File: src/rtl/rptr_empty.sv
// rptr_empty: read-side pointer and empty / almost-empty / count logic of an
// asynchronous FIFO. Runs entirely in the rclk domain; the write pointer
// arrives already synchronized, in Gray code.
// Optional feature: define RPTR_EMPTY_UNDERFLOW_EN to enable the sticky
// underflow flag. Without it the runderflow port is tied to 0.
module rptr_empty #(
  parameter int ASIZE                  = 5,
  parameter int ALMOST_EMPTY_THRESHOLD = 4
) (
  input  logic             rclk,
  input  logic             rrst_n,
  input  logic             rinc,
  input  logic [ASIZE:0]   rq2_wptr,
  output logic [ASIZE-1:0] raddr,
  output logic [ASIZE:0]   rptr,
  output logic             rempty,
  output logic             ralmostempty,
  output logic [ASIZE:0]   rcount,
  output logic             runderflow
);

  localparam logic [ASIZE:0] AE_TH = (ASIZE+1)'(ALMOST_EMPTY_THRESHOLD);

  logic [ASIZE:0] r_rbin;
  logic           w_rd;
  logic [ASIZE:0] w_rbinnext;
  logic [ASIZE:0] w_rgraynext;
  logic [ASIZE:0] w_wbin;
  logic [ASIZE:0] w_count;

  // A read only advances the pointer when there is something to read.
  assign w_rd        = rinc & ~rempty;
  assign w_rbinnext  = r_rbin + {{ASIZE{1'b0}}, w_rd};
  assign w_rgraynext = (w_rbinnext >> 1) ^ w_rbinnext;

  // Gray to binary: each binary bit is the XOR of all Gray bits at or above it.
  always_comb begin
    w_wbin = '0;
    for (int k = 0; k <= ASIZE; k++) begin
      w_wbin[k] = ^(rq2_wptr >> k);
    end
  end

  // Plain modular difference; the extra MSB makes full (2^ASIZE) representable.
  assign w_count = w_wbin - w_rbinnext;

  // Pointer, flags and count all evaluate against the post-read pointer.
  always_ff @(posedge rclk) begin
    if (!rrst_n) begin
      r_rbin       <= '0;
      rptr         <= '0;
      rempty       <= 1'b1;
      ralmostempty <= 1'b1;
      rcount       <= '0;
    end else begin
      r_rbin       <= w_rbinnext;
      rptr         <= w_rgraynext;
      rempty       <= (w_rgraynext == rq2_wptr);
      ralmostempty <= (w_count <= AE_TH);
      rcount       <= w_count;
    end
  end

  assign raddr = r_rbin[ASIZE-1:0];

`ifdef RPTR_EMPTY_UNDERFLOW_EN
  logic r_underflow;

  // Sticky: any read attempted while empty latches until reset.
  always_ff @(posedge rclk) begin
    if (!rrst_n) r_underflow <= 1'b0;
    else         r_underflow <= r_underflow | (rinc & rempty);
  end

  assign runderflow = r_underflow;
`else
  assign runderflow = 1'b0;
`endif

endmodule

File: config.mk
export PLATFORM = sky130hd
export DESIGN_NAME = rptr_empty
export DESIGN_NICKNAME = d
export VERILOG_FILES = /design/src/rtl/rptr_empty.sv
export SDC_FILE = /design/constraint.sdc
export NUM_CORES = 1
export LEC_CHECK = 0
export ABC_CLOCK_PERIOD_IN_PS = 4100
export CORE_MARGIN = 5
export CORE_UTILIZATION = 50
export DETAILED_ROUTE_END_ITERATION = 10
export GPL_ROUTABILITY_DRIVEN = 0
export HOLD_SLACK_MARGIN = 0.05
export PLACE_DENSITY = 0.88
export SYNTH_ARGS = -nofsm -noshare
export SYNTH_HDL_FRONTEND = slang
export SYNTH_SLANG_ARGS = --single-unit
File: constraint.sdc
create_clock -name rclk -period 4.1 [get_ports rclk]
set_input_delay 0.41 -clock rclk [delete_from_list [all_inputs] [get_ports rclk]]
set_output_delay 0.41 -clock rclk [all_outputs]
set_load 0.01 [all_outputs]
# Yosys cells after proc, flatten, opt, wreduce, memory -nomap -nowiden
# Index checks and enable logic that the tools add are counted.
# totals
ff_bits,20
output_inout_bits,20
wordCells,18
# classes
addsub,2
order_cmp,1
eq_ne,1
n_bitwise,3
reduce_logical,6
# ops
op,n
$reduce_xor 6->1,6
$add 6x1->6,1
$eq 6x6->1,1
$le 6x3->1 const B,1
$sub 6x6->6,1
$xor 5x6->6,1
$and 1x1->1,1
$not 1->1,1

# Longest topological paths before layout
# Gate-level depths: netlist of the first run.
# logic_depth
ltp_word,5
mapped_depth,11

# Least setup slack after synthesis of the first run
# Ideal clock, no wire load.
# synth_timing
path_type,input to register
start,input rq2_wptr[5]
end,register rcount[4]
setup_ns,0.116
arrival_ns,2.582
path_slack_ns,1.402
path_stages,11
path_buffers,0
cell_sequence,xor2_4 -> xor2_1 -> xnor2_1 -> xnor2_1 -> ha_1 -> inv_1 -> fa_1 -> maj3_2 -> a21oi_2 -> xnor2_1 -> and2_2
# synth_between
elab_chain_len,2
elab_cells_between_ends,6
# synth_rtl
item,line_no,text
start: declaration,13,"input logic [ASIZE:0] rq2_wptr,"
$reduce_xor 6->1,40,w_wbin[k] = ^(rq2_wptr >> k);
$sub 6x6->6 (*),45,assign w_count = w_wbin - w_rbinnext;
end signal: assignment,60,rcount <= w_count;
end: declaration,18,"output logic [ASIZE:0] rcount,"
# Every way passes the cells marked *; elsewhere a longest branch is shown, timed or not.
# A chain may end at the register's enable or synchronous reset.

# Final worst setup path of the first run
# layout_timing
start,input rq2_wptr[5]
end,register ralmostempty
# layout_between
elab_chain_len,3
elab_cells_between_ends,8
# layout_rtl
item,line_no,text
$reduce_xor 6->1,40,
$sub 6x6->6 (*),45,
$le 6x3->1 (*),59,ralmostempty <= (w_count <= AE_TH);
end signal: assignment,59,
end: declaration,17,"output logic ralmostempty,"
# Marked as above.

==> results of run 1 <==
-- layout by cell type, fill, tap and decap left out, drive strengths merged, types with 3 or more instances in the layout --
cell,Yosys,layout
nand2,5,5
clkdlybuf4s50,0,27
nor2,9,9
dfxtp,19,19
and2,8,8
clkbuf,3,3
xnor2,16,16
a21oi,4,4
xor2,10,10
ha,5,5
-- through the flow --
stage	area (um^2)	hold WS [ns]	util	std cells
2_1_floorplan	1055	0.5856	-	105
3_3_place_gp	1340	0.6398	0.6761	155
3_5_place_dp	1340	0.6570	0.6761	155
4_1_cts	1368	0.6811	0.6900	159
5_1_grt	1368	0.7287	0.6900	159
6_report	1368	0.6730	0.6900	159
-- registers in the layout, indices dropped and copies added, names as in the netlist --
name	flops
rempty	1
r_rbin	6
ralmostempty	1
rptr	5
rcount	6
-- how the worst max path moves through the flow --
| stage | from | endpoint | slack [ns] | cells after the start |
|---|---|---|---|---|
| floorplan | rq2_wptr[5] | rcount[4]$_SDFF_PN0_ | 1.40 | 11 |
| global placement | rq2_wptr[5] | ralmostempty$_SDFF_PN1_ | 0.70 | 12 |
| detailed placement | rq2_wptr[5] | rcount[4]$_SDFF_PN0_ | 0.53 | 12 |
| CTS | rq2_wptr[5] | ralmostempty$_SDFF_PN1_ | 0.85 | 12 |
| global route | rq2_wptr[5] | rcount[4]$_SDFF_PN0_ | 0.70 | 12 |
| finish | rq2_wptr[5] | ralmostempty$_SDFF_PN1_ | 0.85 | 12 |
-- routing by layer --
metal	up-vias	part of all wire	wire [um]
met3	5	0.046	92
met2	21	0.50	1003
li1	393	-	-
met1	363	0.43	872
met5	-	0	0
met4	0	0.026	53
-- cell families (layout without fill, tap and decap cells) --
| kind of cell | after synthesis | in the layout | synth area share |
|---|---|---|---|
| simple gates | 30 | 30 | 0.1447 |
| other cells | 1 | 1 | 0.003555 |
| fa+ha+maj | 8 | 8 | 0.09846 |
| xor+xnor | 28 | 28 | 0.2788 |
| flops | 19 | 19 | 0.3606 |
| buf+inv | 7 | 34 | 0.02847 |
| compound gates | 11 | 11 | 0.07592 |
| mux | 1 | 1 | 0.009490 |
-- worst max-delay path, stage by stage --
cell and delay, ns:
clkdlybuf4s50_1 0.62, xor2_4 0.29, xor2_1 0.27, xnor2_1 0.25, xnor2_1 0.17, ha_1 0.17, inv_1 0.07, fa_1 0.40
xnor3_2 0.38, nor2_1 0.17, a22o_1 0.18, a211oi_2 0.04
-- power by group through the flow --
stage          combinational, W  clock [W]  sequential, W
6_report               0.000174  0.0000957       0.000210
5_1_grt                0.000189   0.000104       0.000212
4_1_cts                0.000176  0.0000963       0.000210
3_5_place_dp           0.000174          0       0.000214
3_3_place_gp           0.000167          0       0.000214
2_1_floorplan         0.0000979          0       0.000224
-- cell type report --
| class | instances | area [um^2] |
|---|---|---|
| multi-input cells | 79 | 644.4 |
| fillers | 150 | 614.3 |
| flip-flops and latches | 19 | 380.4 |
| repair buffers | 27 | 270.3 |
| well taps | 27 | 33.78 |
| clock buffers | 3 | 22.52 |
| inverters | 3 | 11.26 |
| clock inverters | 1 | 5.005 |
==> impl_metrics.yaml, run 1 <==
worst_setup_path:
  crit_type: "in2reg"
  reg2reg_from: "rempty$_SDFF_PN1_"
  r2r_slack_ns: 1.36
  crit_fanout: 7
  worstReg2RegEnd: "ralmostempty$_SDFF_PN1_"
  worstPathArrival_ns: 3.43
  start_kind: "input pin"
  r2r_cells: 10
  required_ns: 4.28
  end_kind: "flip-flop"
pwr:
  p_per_area_nw_per_um2: 350.6
  power_w: 0.0004795
  p_int_w: 0.0003377
  pwr-share-comb: 0.363
  power.leakage_nw: 0.5222
  ir_drop_uv: 203.9
  p_sw_frac: 0.2957
  pwr-share-seq: 0.438
  netSwitchingPower_w: 0.0001418
  clockPowerShare: 0.200
logic_synthesis:
  yosysMostFrequentCell: "dfxtp_1"
  synthDistinctLibCells: 34
  synthTopCellsByArea: "dfxtp_1 36%, xnor2_1 13%, xor2_1 7.5%"
  ys.warnings.count: 0
  synth_top_area_frac: 0.3606
  synth_cells: 105
  yosysTopAreaCell: "dfxtp_1"
  synth_seq_area_share: 0.3606
  yosys_most_used_dff: "dfxtp_1"
  ys_seq_elements: 19
  synth_top_cells_by_count: "19 x dfxtp_1, 16 x xnor2_1, 9 x nor2_1, 9 x xor2_1, 7 x and2_1"
  synth_edf_count: 0
  syn_area_per_cell_um2: 10.05
  syn_nets: 120
  synthArstFlopShare: 0
  netlist_area_um2: 1055
routing:
  drt-initial-drc-count: 13
  wl_per_cell_um: 12.70
  viasPerCell: 4.918
  drtAntennaViolNets: 0
  drtPass1Iterations: 4
  num_vias: 782
  route.detailed.drc: 0
  routed_wl_um: 2020
sta:
  fin_ws_ns: 0.8472
  worst_slew_pin_slew_ns: 0.6046
  finalSetupViolations: 0
  maxSlewHeadroom: 0.5955
  max_freq_mhz: 307.4
  skew_ns: 0.004839
  rsz0062_at_grt: "no"
  finalHoldViolations: 0
  totalNegativeSetupSlack_ns: 0
  layout_worst_path_cycle_share: 0.7934
  period_minus_slack_ns: 3.253
  finalMaxSlewViolations: 0
hold_path:
  holdPathEnd: "r_rbin[5]$_SDFF_PN0_"
  hold_class: "reg2reg"
  hold_start: "r_rbin[5]$_SDFF_PN0_"
  whs_path_depth: 2
clocking:
  worstSkewPairLatency_ns: 0.30
  cts_root_buf: "clkbuf_4"
  htree_levels: 1
  post_cts_buffers: 0
  tritoncts: "yes"
  clk_pin_slew_ns: 0.10
  holdBufCountCts: 0
  cts_sinks: 19
  cts_resized: 0
  max-clock-path-buffers: 2
  cts_made_buffers: 3
die:
  core_um2: 1982
  floorplan.initialDensity: 0.5322
  die_h_um: 55.93
  die_width_um: 55.93
  row_count: 16
  dieArea_um2: 3128
  ios: 29
global_route:
  use_met2: 0.2483
  use_met1: 0.1541
  first_global_vias: 788
  grt-busiest-layer: "met2"
  grt_max_degree: 14
  grt_pass1_wl_um: 3436
  use_met3: 0.02552
  grt_util_all_layers: 0.1398
  overflow: 0
  antenna_found_initial: 0
finish:
  final_nets: 148
  diodes: 0
  drive_gt1_frac: 0.09848
  syn2layout_area_growth_pct: 29.66
placement:
  dp_slack_ns: 0.5311
  io_buffers: 27
  detailed_place_hpwl_um: 1653
status:
  status: "finished, final reports clean"
run:
  cap_violations: 0
Note: power is estimated with default switching activity, not from simulation.
==> inputs of run 2 (changes only) <==
==> config.mk (replaced) <==
export PLATFORM = sky130hd
export DESIGN_NAME = rptr_empty
export DESIGN_NICKNAME = d
export VERILOG_FILES = /design/src/rtl/rptr_empty.sv
export SDC_FILE = /design/constraint.sdc
export NUM_CORES = 1
export LEC_CHECK = 0
export ABC_CLOCK_PERIOD_IN_PS = 2980
export CORE_MARGIN = 5
export CORE_UTILIZATION = 42
export DETAILED_ROUTE_END_ITERATION = 10
export GPL_ROUTABILITY_DRIVEN = 0
export HOLD_SLACK_MARGIN = 0.05
export PLACE_DENSITY = 0.79
export SYNTH_ARGS = -nofsm -noshare
export SYNTH_HDL_FRONTEND = slang
export SYNTH_SLANG_ARGS = --single-unit
==> constraint.sdc (replaced) <==
create_clock -name rclk -period 2.98 [get_ports rclk]
set_input_delay 0.298 -clock rclk [delete_from_list [all_inputs] [get_ports rclk]]
set_output_delay 0.298 -clock rclk [all_outputs]
set_load 0.01 [all_outputs]
==> run 2 against run 1 <==
Design area rose by 5.7%. Hold slack got worse by 0.0053 ns. Largest cell class unchanged. Highest routed layer unchanged. Combinational power rose by 45%. Register-to-register slack got worse by 0.89 ns. Clock skew fell by 0.00061 ns. Critical path type unchanged. Sequential power rose by 38%. Largest power group unchanged.
==> impl_metrics.yaml, run 2 (synthesis results as in run 1) <==
status:
  status: "finished, final reports clean"
clocking:
  holdBufCountCts: 0
  htree_levels: 1
  clk_pin_slew_ns: 0.10
  post_cts_buffers: 0
  cts_root_buf: "clkbuf_4"
  tritoncts: "yes"
  max-clock-path-buffers: 2
  cts_sinks: 19
  cts_made_buffers: 3
  cts_resized: 0
  worstSkewPairLatency_ns: 0.29
routing:
  wl_per_cell_um: 12.41
  drtPass1Iterations: 4
  drtAntennaViolNets: 0
  drt-initial-drc-count: 10
  num_vias: 828
  routed_wl_um: 2135
  viasPerCell: 4.814
  route.detailed.drc: 0
sta:
  finalMaxSlewViolations: 0
  skew_ns: 0.004230
  rsz0062_at_grt: "no"
  finalHoldViolations: 0
  finalSetupViolations: 0
  layout_worst_path_cycle_share: 0.9505
  totalNegativeSetupSlack_ns: 0
  max_freq_mhz: 353.1
  period_minus_slack_ns: 2.832
hold_path:
  hold_start: "r_rbin[5]$_SDFF_PN0_"
  hold_class: "reg2reg"
worst_setup_path:
  cpPeakStageDelay_ns: 0.51
  worst_path_most_repeated_cell: "xnor2_1"
  crit_type: "in2reg"
  start_kind: "input pin"
  cp_cell_sequence: "clkdlybuf4s50_1 -> xor2_4 -> xor2_1 -> xnor2_1 -> xnor2_1 -> ha_1 -> inv_1 -> fa_1 -> xnor3_2 -> nor2_1 -> a22o_1 -> a211oi_2"
  end_kind: "flip-flop"
  reg2reg_from: "rempty$_SDFF_PN1_"
  crit_family: "XOR/XNOR gates"
  required_ns: 3.15
  cp_slowest_cell: "clkdlybuf4s50_1"
  crit_buf_inv: 2
  critPathLaunch: "rq2_wptr[5]"
  worstPathArrival_ns: 3.00
  crit_fanout: 2
pwr:
  ir_drop_uv: 320.9
  power_w: 0.0006703
  power.leakage_nw: 0.5674
  p_per_area_nw_per_um2: 463.8
die:
  ios: 29
  core_um2: 2432
  dieArea_um2: 3614
  die_width_um: 60.12
  floorplan.initialDensity: 0.4336
  row_count: 18
  die_h_um: 60.12
global_route:
  grt_max_degree: 14
  grt_pass1_wl_um: 3505
  antenna_found_initial: 0
  grt_util_all_layers: 0.1355
  overflow: 0
  first_global_vias: 786
run:
  cap_violations: 0
finish:
  diodes: 0
  mostFrequentLayoutCell: "clkdlybuf4s50_1"
  final_nets: 158
  syn2layout_area_growth_pct: 37.01
  drive_gt1_frac: 0.1549
  reg.largest.list: "r_rbin (6), rcount (6), rptr (5)"
  final_cell_area_um2: 1445
  layout_common_cells: "27 x clkdlybuf4s50_1, 19 x dfxtp_1, 16 x xnor2_1"
placement:
  post_dp_cell_area_um2: 1419
  detailed_place_hpwl_um: 1788
  io_buffers: 27
-- run 2: cell count changes in the layout (fill, tap and decap cells not counted), sizes merged --
cell    previous run  this run
buf                0        10
clkinv             2         1
clkbuf             3         4
-- run 2: worst register-to-register path: cells and delay by family, from the launching register on --
kind	cells	cell delay [ns]
buf+inv	1	0.12
fa+ha+maj	3	0.89
mux	1	0.32
flops	1	0.32
simple gates	1	0.16
compound gates	3	0.35
xor+xnor	1	0.20
-- run 2: report_power, final --
part	switching, W	internal [W]	total, W
clock network	0.0000764	0.0000521	0.000129
logic	0.000106	0.000147	0.000253
registers	0.00000805	0.000281	0.000289
total	0.000190	0.000480	0.000670
-- run 2: worst paths after layout --
| path | end | slack (ns) | cells after the start |
|---|---|---|---|
| worst max register to register | ralmostempty$_SDFF_PN1_ | 0.47 | 10 |
| worst min register to register | r_rbin[5]$_SDFF_PN0_ | 0.67 | 2 |
| worst min-delay path | r_rbin[5]$_SDFF_PN0_ | 0.67 | 2 |
| worst max-delay path | ralmostempty$_SDFF_PN1_ | 0.15 | 12 |
-- run 2: layout make-up --
class	instances	area [um^2]
Clock buffer	4	26.28
Fill cell	221	987.2
Inverter	3	11.26
Multi-Input combinational cell	79	644.4
Sequential cell	19	380.4
Tap cell	30	37.54
Timing Repair Buffer	37	345.3
-- run 2: stage by stage --
step | setup WS (ns) | utilization | std cells | hold WS, ns
after CTS | 0.1346 | 0.5941 | 172 | 0.6725
after global placement | -0.09727 | 0.5833 | 168 | 0.6389
after global routing | 0.007153 | 0.5941 | 172 | 0.7160
final | 0.1476 | 0.5941 | 172 | 0.6677
after detailed placement | -0.1812 | 0.5833 | 168 | 0.6479
after floorplan | 0.3936 | - | 105 | 0.4736
-- run 2: layer usage --
layer / track usage / vias up / wire length, um
met5: 0 / - / 0
met4: 0.08544 / 0 / 57
met1: 0.1615 / 383 / 895
met3: 0.02592 / 4 / 98
li1: - / 418 / -
met2: 0.2207 / 23 / 1084
==> inputs of run 3 (changes only) <==
--- a/config.mk
+++ b/config.mk
@@ -6,6 +6,7 @@
 export NUM_CORES = 1
 export LEC_CHECK = 0
 export ABC_CLOCK_PERIOD_IN_PS = 2980
+export CAP_MARGIN = 25
 export CORE_MARGIN = 5
 export CORE_UTILIZATION = 42
 export DETAILED_ROUTE_END_ITERATION = 10
==> results of run 3 <==
The final DEF is identical to that of run 2; final timing and power are the same.
